$ cat src/rtl/skip_cnt_param.sv
// Parametrised up/down counter that never emits nonzero multiples of SKIP_N.
// Optional SKIP_CNT_BYPASS_EN adds skip_dis to count through every value.
module skip_cnt_param #(
  parameter int WIDTH  = 8,
  parameter int SKIP_N = 3,
  parameter int LIMIT  = 254
) (
  input  logic                      clk,
  input  logic                      rst_n,
  input  logic                      en,
  input  logic                      dir,
  input  logic                      clr,
`ifdef SKIP_CNT_BYPASS_EN
  input  logic                      skip_dis,
`endif
  output logic [WIDTH-1:0]          count,
  output logic [$clog2(SKIP_N)-1:0] phase,
  output logic                      wrap
);

  localparam int PW  = $clog2(SKIP_N);
  localparam int TOP = (LIMIT % SKIP_N == 0) ? LIMIT - 1 : LIMIT;

  localparam logic [WIDTH-1:0] TOP_V  = WIDTH'(TOP);
  localparam logic [WIDTH-1:0] LIM_V  = WIDTH'(LIMIT);
  localparam logic [WIDTH:0]   LIM_W  = (WIDTH+1)'(LIMIT);
  localparam logic [PW-1:0]    TOP_PH = PW'(TOP % SKIP_N);
  localparam logic [PW-1:0]    LIM_PH = PW'(LIMIT % SKIP_N);
  localparam logic [PW-1:0]    PH_MAX = PW'(SKIP_N - 1);
  localparam logic [PW-1:0]    PH_ONE = PW'(1);

  logic [WIDTH-1:0] count_q, count_d;
  logic [PW-1:0]    phase_q, phase_d;
  logic             wrap_q, wrap_d;
  logic             skip;
  logic             step2;
  logic [WIDTH:0]   sum;
  logic [PW-1:0]    ph_inc;
  logic [PW-1:0]    ph_dec;

`ifdef SKIP_CNT_BYPASS_EN
  assign skip = ~skip_dis;
`else
  assign skip = 1'b1;
`endif

  assign step2  = skip && (phase_q == PH_MAX);
  assign sum    = {1'b0, count_q} + (step2 ? (WIDTH+1)'(2)
                                           : (WIDTH+1)'(1));
  assign ph_inc = (phase_q == PH_MAX) ? '0 : phase_q + PH_ONE;
  assign ph_dec = (phase_q == '0) ? PH_MAX : phase_q - PH_ONE;

  always_comb begin
    count_d = count_q;
    phase_d = phase_q;
    wrap_d  = 1'b0;
    if (clr) begin
      count_d = '0;
      phase_d = '0;
    end else if (en) begin
      if (dir) begin
        // Compare one bit wider so LIMIT = 2^WIDTH-1 cannot overflow.
        if (sum > LIM_W) begin
          count_d = '0;
          phase_d = '0;
          wrap_d  = 1'b1;
        end else begin
          count_d = sum[WIDTH-1:0];
          phase_d = step2 ? PH_ONE : ph_inc;
        end
      end else if (count_q == '0) begin
        count_d = skip ? TOP_V : LIM_V;
        phase_d = skip ? TOP_PH : LIM_PH;
        wrap_d  = 1'b1;
      end else if (count_q == WIDTH'(1)) begin
        count_d = '0;
        phase_d = '0;
      end else if (skip && phase_q == PH_ONE) begin
        count_d = count_q - WIDTH'(2);
        phase_d = PH_MAX;
      end else begin
        count_d = count_q - WIDTH'(1);
        phase_d = ph_dec;
      end
    end
  end

  always_ff @(posedge clk or negedge rst_n) begin
    if (!rst_n) begin
      count_q <= '0;
      phase_q <= '0;
      wrap_q  <= 1'b0;
    end else begin
      count_q <= count_d;
      phase_q <= phase_d;
      wrap_q  <= wrap_d;
    end
  end

  assign count = count_q;
  assign phase = phase_q;
  assign wrap  = wrap_q;

endmodule
$ cat config.mk
export PLATFORM = sky130hd
export DESIGN_NAME = skip_cnt_param
export DESIGN_NICKNAME = d
export VERILOG_FILES = /design/src/rtl/skip_cnt_param.sv
export SDC_FILE = /design/constraint.sdc
export NUM_CORES = 1
export LEC_CHECK = 0
export BUFFER_PORTS_ARGS = -buffer_cell sky130_fd_sc_hd__buf_2
export CELL_PAD_IN_SITES_DETAIL_PLACEMENT = 1
export CELL_PAD_IN_SITES_GLOBAL_PLACEMENT = 2
export CORE_ASPECT_RATIO = 2
export CORE_MARGIN = 8
export CORE_UTILIZATION = 33
export CTS_CLUSTER_DIAMETER = 40
export DETAILED_ROUTE_END_ITERATION = 8
export PLACE_DENSITY = 0.82
export SETUP_SLACK_MARGIN = 0.2
export SLEW_MARGIN = 10
export SYNTH_ARGS = -nofsm -noshare
export SYNTH_HDL_FRONTEND = slang
export SYNTH_SLANG_ARGS = --single-unit
$ cat constraint.sdc
create_clock -name clk -period 3.5 [get_ports clk]
set_clock_uncertainty 0.15 [all_clocks]
set_input_delay 0 -clock clk [delete_from_list [all_inputs] [get_ports clk]]
set_output_delay 0 -clock clk [all_outputs]
set_load 0.03 [all_outputs]
==> impl_metrics.py, run 1 <==
metrics = {
    "cells_and_area": {
        "final_common_cell": "buf_2",
        "drive_above_1_share_pct": 16.4,
        "fill_cells": 422,
        "area_growth_pct": 13.6,
        "nets": 165,
        "final_core_util_pct": 38.5,
        "diodes": 0,
        "layout_common_cells": "buf_2 (15), nand2_1 (13), dfrtp_1 (11)",
    },
    "pwr": {
        "p_sw_mw": 0.332,
        "combPwrFrac_pct": 48.6,
        "seqPwrFrac_pct": 31.9,
        "finalPower_mw": 0.689,
        "ir_worst_vdd_uv": 279,
        "switching_share_pct": 48.1,
        "p_per_area_nw_per_um2": 541,
        "p_int_mw": 0.357,
        "leakage_nw": 0.578,
        "clkPwrFrac_pct": 19.5,
    },
    "sta": {
        "slew_headroom_pct": 57.3,
        "final.period_utilization_pct": 84.1,
        "setup_viol": 0,
        "whs_ps": 28.6,
        "finalSetupTns_ps": 0,
        "worst_slack_ps": 556,
        "rsz0062_at_grt": "no",
        "hold_viol": 0,
        "drv_slew": 0,
        "max_freq_mhz": 340,
        "tightest_slew_ps": 638,
        "finalCriticalPeriod_ps": 2940,
    },
    "routing": {
        "antenna_left": 0,
        "drcViolationCount": 0,
        "wirelength_um": 3410,
        "vias": 1105,
        "viasPerCell": 6.01,
        "avgRoutedWirePerCell_um": 18.5,
        "first_iter_violations": 17,
        "drtPass1Iterations": 4,
    },
    "clocking": {
        "clock_path_buffers": 2,
        "numCtsBuffers": 3,
        "clock_latency_ps": 240,
        "clkSlewWorstSetupHoldPaths_ps": 60,
        "clockRootBuffer": "clkbuf_8",
        "cts_resized": 0,
        "cts_sinks": 11,
        "cts_tree": "built",
        "h-tree-depth": 1,
    },
    "synthesis": {
        "ys_warn_count": 0,
        "netlist_area_um2": 1120,
        "synth-simple-area-share_pct": 28.0,
        "syn_inst": 137,
        "yosysSeqAreaShare_pct": 24.6,
        "avgSynthCellArea_um2": 8.17,
        "ys_ff_latch": 11,
        "synthMuxAreaShare_pct": 1.79,
        "yosysUniqueCellTypes": 43,
        "synth_xor_area_share_pct": 3.13,
        "synth_nets": 149,
        "synth_fa_ha_area_share_pct": 8.49,
        "synth_top_family_by_area": "simple AND/OR/NAND/NOR gates",
        "synth_compound_area_share_pct": 27.2,
    },
    "global_routing": {
        "grt_overflow": 0,
        "grt_pass1_vias": 1187,
        "antenna_found_initial": 0,
        "grtUsageTotal_pct": 12.8,
        "grt_pass1_wl_um": 6010,
        "grt_max_degree": 16,
    },
    "min_path": {
        "hold_class": "in2async",
    },
    "run_status": {
        "status": "finished clean",
    },
    "setup_path": {
        "r2r_end": "count[1]",
        "reg2reg_depth": 9,
        "required_ps": 3470,
        "arrival_ps": 2920,
        "worst-path-max-fanout": 10,
        "r2r_slack_ps": 560,
        "crit_start": "phase[0]",
        "crit-reg2reg-launch": "phase[0]",
        "start_kind": "flop",
        "end_kind": "flop",
        "crit_type": "reg2reg",
    },
    "placement": {
        "routabilityCongestion": 0.805,
        "pre_cts_slack_ps": 550,
        "io_buffer_count": 15,
        "dp_hpwl_um": 2590,
    },
    "floorplanning": {
        "num_io_pins": 16,
        "fp.dieArea_um2": 5630,
        "start_util_pct": 33.9,
        "core_um2": 3300,
        "die_y_um": 98.4,
        "rows": 30,
        "die_width_um": 57.2,
    },
    "run": {
        "drv_cap": 0,
    },
}
==> metrics by stage <==
step	std cells	area (um2)
finish	184	1270
global route	184	1270
CTS	184	1270
detailed placement	176	1190
global placement	176	1190
floorplan	137	1120
==> cells in the mapped netlist (all sizes together) <==
library cell,instances,area share [%]
o21ai,15,6.7
nand2,13,4.4
dfrtp,11,25
nor2,9,4.5
a31oi,8,5.8
inv,7,2.6
a21oi,6,2.7
ha,6,6.7
nand3,6,2.7
buf,5,3.2
nand4,5,2.8
nor3,5,2.2
o211ai,5,4.6
o21a,4,2.7
clkbuf,3,1.0
nand2b,3,1.7
xor2,3,2.3
a22o,2,1.6
and3,2,1.1
mux2i,2,1.8
nor2b,2,1.1
or3,2,1.2
a221o,1,0.89
a22oi,1,0.67
a32oi,1,0.78
and2b,1,0.67
fa,1,1.8
nand3b,1,1.8
nand4b,1,0.78
nor3b,1,0.67
nor4b,1,0.78
o2111ai,1,0.78
or2b,1,0.67
or4,1,1.0
xnor2,1,0.78
==> cell families after synthesis <==
group | Yosys count
AND/OR/NAND/NOR | 54
AO/OA/AOI/OAI | 44
buffers and inverters | 15
flip-flops | 11
adder cells (fa/ha/maj) | 7
XOR/XNOR | 4
multiplexers | 2
==> worst max-delay path by stage <==
stage	cells past startpoint	slack, ps	endpoint
after floorplan	9	600	count[1]
after global placement	9	620	count[1]
after detailed placement	9	550	count[1]
after CTS	9	550	count[1]
after global routing	9	460	count[1]
final	9	560	count[1]
==> flip-flops by register name, indices dropped and copies added, names as in the netlist <==
| register | count |
|---|---|
| phase | 2 |
| count | 8 |
| wrap | 1 |
==> metal layers <==
layer / GRT usage (%) / routed length, um / vias to the layer above
li1: - / - / 538
met1: 16.3 / 1570 / 539
met2: 20.6 / 1650 / 20
met3: 2.73 / 127 / 8
met4: 3.82 / 59 / 0
met5: 0 / 0 / -
==> power groups by stage <==
| stage | Sequential (mW) | Combinational, mW | Clock (mW) |
|---|---|---|---|
| floorplan | 0.221 | 0.248 | 0 |
| global placement | 0.220 | 0.335 | 0 |
| detailed placement | 0.222 | 0.332 | 0 |
| CTS | 0.219 | 0.339 | 0.139 |
| global route | 0.228 | 0.378 | 0.142 |
| finish | 0.220 | 0.335 | 0.134 |
==> what timing repair did <==
item	CTS	global route
hold endpoints to repair	15	0
buffers inserted	0	0
hold buffers	4	0
==> cell type report <==
cell class / count / area, um2 / share of cell area [%]
tap: 32 / 40.0 / 3.15
multi-input combinational: 111 / 768 / 60.4
clock buffer: 4 / 45.0 / 3.54
sequential: 11 / 275 / 21.6
timing repair buffer: 19 / 115 / 9.05
inverter: 7 / 28.8 / 2.26
==> worst max-delay path, stage by stage (launching register included) <==
cell	delay (ps)
dfrtp_1	410
inv_1	90
nand2_1	110
ha_1	240
fa_1	430
or4_4	570
a31oi_4	200
o211ai_4	160
and3_1	210
a221o_1	250
No activity file was read; power rests on OpenSTA's default activity.
==> run 2: changes to the inputs <==
CORE_UTILIZATION = 30   (was 33)
PLACE_DENSITY = 0.79   (was 0.82)
clock period = 2.6 ns   (was 3.5 ns; I/O delays follow)
==> run 2 against run 1 <==
Compared with the run above:
- core utilization increased by 3.7 points
- sequential share of layout area decreased by 3.4 points
- combinational power is 82% higher
- critical path type unchanged
==> impl_metrics.py, run 2 (same netlist as run 1, synthesis figures left out) <==
metrics = {
    "run_status": {
        "status": "finished clean",
    },
    "sta": {
        "tightest_slew_ps": 631,
        "worst_slack_ps": 19.5,
        "final.period_utilization_pct": 99.3,
        "drv_slew": 0,
        "finalCriticalPeriod_ps": 2580,
        "finalSetupTns_ps": 0,
        "max_freq_mhz": 388,
        "whs_ps": 47.5,
        "setup_viol": 0,
        "rsz0062_at_grt": "yes",
        "hold_viol": 0,
        "slew_headroom_pct": 57.8,
    },
    "global_routing": {
        "grt_max_degree": 12,
        "grtUsageTotal_pct": 14.8,
        "use_met3_pct": 0.883,
        "grt_pass1_vias": 1404,
        "use_met2_pct": 27.6,
        "grt_most_used_layer": "met2",
        "grt_pass1_wl_um": 6840,
        "grt_overflow": 0,
        "antenna_found_initial": 0,
        "grt_use_met1_pct": 14.5,
    },
    "setup_path": {
        "arrival_ps": 2560,
        "crit_type": "reg2reg",
        "reg2reg_depth": 9,
        "required_ps": 2580,
        "worst-path-max-fanout": 3,
        "start_kind": "flop",
        "end_kind": "flop",
    },
    "placement": {
        "dp_hpwl_um": 3170,
        "io_buffer_count": 15,
        "routabilityCongestion": 0.854,
        "dpl_cell_area_um2": 1350,
        "pre_cts_slack_ps": -61.8,
    },
    "routing": {
        "viasPerCell": 5.53,
        "first_iter_violations": 25,
        "avgRoutedWirePerCell_um": 18.9,
        "drcViolationCount": 0,
        "wirelength_um": 4140,
        "vias": 1212,
        "antenna_left": 0,
        "drtPass1Iterations": 4,
    },
    "clocking": {
        "cts_sinks": 11,
        "clkSlewWorstSetupHoldPaths_ps": 60,
        "clockRootBuffer": "clkbuf_8",
        "cts_tree": "built",
        "clock_latency_ps": 250,
        "numCtsBuffers": 3,
        "h-tree-depth": 1,
        "clock_path_buffers": 2,
    },
    "cells_and_area": {
        "area_growth_pct": 35.9,
        "layout_common_cells": "buf_4 (16), buf_2 (15), nand2_1 (11)",
        "final_area_um2": 1520,
        "fill_cells": 447,
        "diodes": 0,
        "drive_above_1_share_pct": 34.1,
        "final_common_cell": "buf_4",
        "largest_register_ffs": 8,
        "nets": 183,
    },
    "floorplanning": {
        "die_y_um": 102,
        "die_width_um": 59.2,
        "start_util_pct": 31.0,
        "num_io_pins": 16,
        "rows": 31,
        "fp.dieArea_um2": 6060,
        "core_um2": 3610,
    },
    "pwr": {
        "leakage_nw": 0.678,
        "p_per_area_nw_per_um2": 688,
        "ir_worst_vdd_uv": 259,
    },
    "run": {
        "drv_cap": 0,
    },
    "min_path": {
        "hold_class": "in2async",
    },
}
==> run 2: cell count changes in the layout (fill, tap and decap cells not counted), moves of 2 or more <==
cell,previous run,this run
buf_4,0,16
a31oi_1,7,4
a21oi_1,6,4
a21oi_2,0,2
a31oi_4,1,3
buf_6,0,2
dfrtp_1,11,9
dfrtp_2,0,2
nand2_1,13,11
==> run 2: area by class of cell <==
type / count / area [um2] / area share [%]
clock buffers: 4 / 45.0 / 2.96
inverters: 7 / 28.8 / 1.89
multi-input cells: 111 / 851 / 55.9
flip-flops and latches: 11 / 278 / 18.3
well taps: 49 / 61.3 / 4.03
repair buffers: 37 / 258 / 16.9
==> run 2: power by group <==
part           switching [mW]  internal (mW)
clock network          0.0804          0.109
registers              0.0454          0.202
logic                   0.377          0.233
total                   0.503          0.544
==> run 2: repair_timing <==
| item | CTS | global route |
|---|---|---|
| buffers inserted | 1 | 1 |
| hold buffers | 4 | 0 |
| endpoints found under the hold margin | 15 | 0 |
| setup endpoints to repair | 11 | 11 |
| resized for setup | 7 | 6 |
| gates cloned | 0 | 0 |
| pin swaps | 10 | 1 |
==> run 2: worst paths after layout <==
path                            startpoint       end  slack, ps
worst max-delay path              phase[0]  count[1]         20
worst min-delay path                 rst_n  count[6]         50
worst max register to register    phase[0]  count[1]         20
worst min register to register    count[5]  count[5]        550
max in group asynchronous            rst_n  phase[0]       1990
min in group clk                       clr  phase[1]        370
==> run 2: worst max-delay path, stage by stage (launching register included) <==
cell,delay [ps]
dfrtp_2,410
inv_2,80
nand2_4,70
ha_4,170
fa_2,350
or4_4,500
a31oi_4,200
o211ai_4,120
and3_1,160
a221o_1,260
==> run 2: stage by stage <==
step	util [%]	instances	total power, mW
finish	42.2	219	1.05
floorplan	-	137	0.639
CTS	40.9	218	1.03
detailed placement	37.4	209	0.819
global placement	37.4	209	0.798
global route	42.2	219	1.11
==> run 2: routing by layer <==
layer  wire length [um]  vias to the layer above  share of wire, %
met5                  0                        -                 0
met4                164                        0               4.0
met3                 91                       11               2.2
met2               2330                       33                56
met1               1550                      600                38
li1                   -                      568                 -
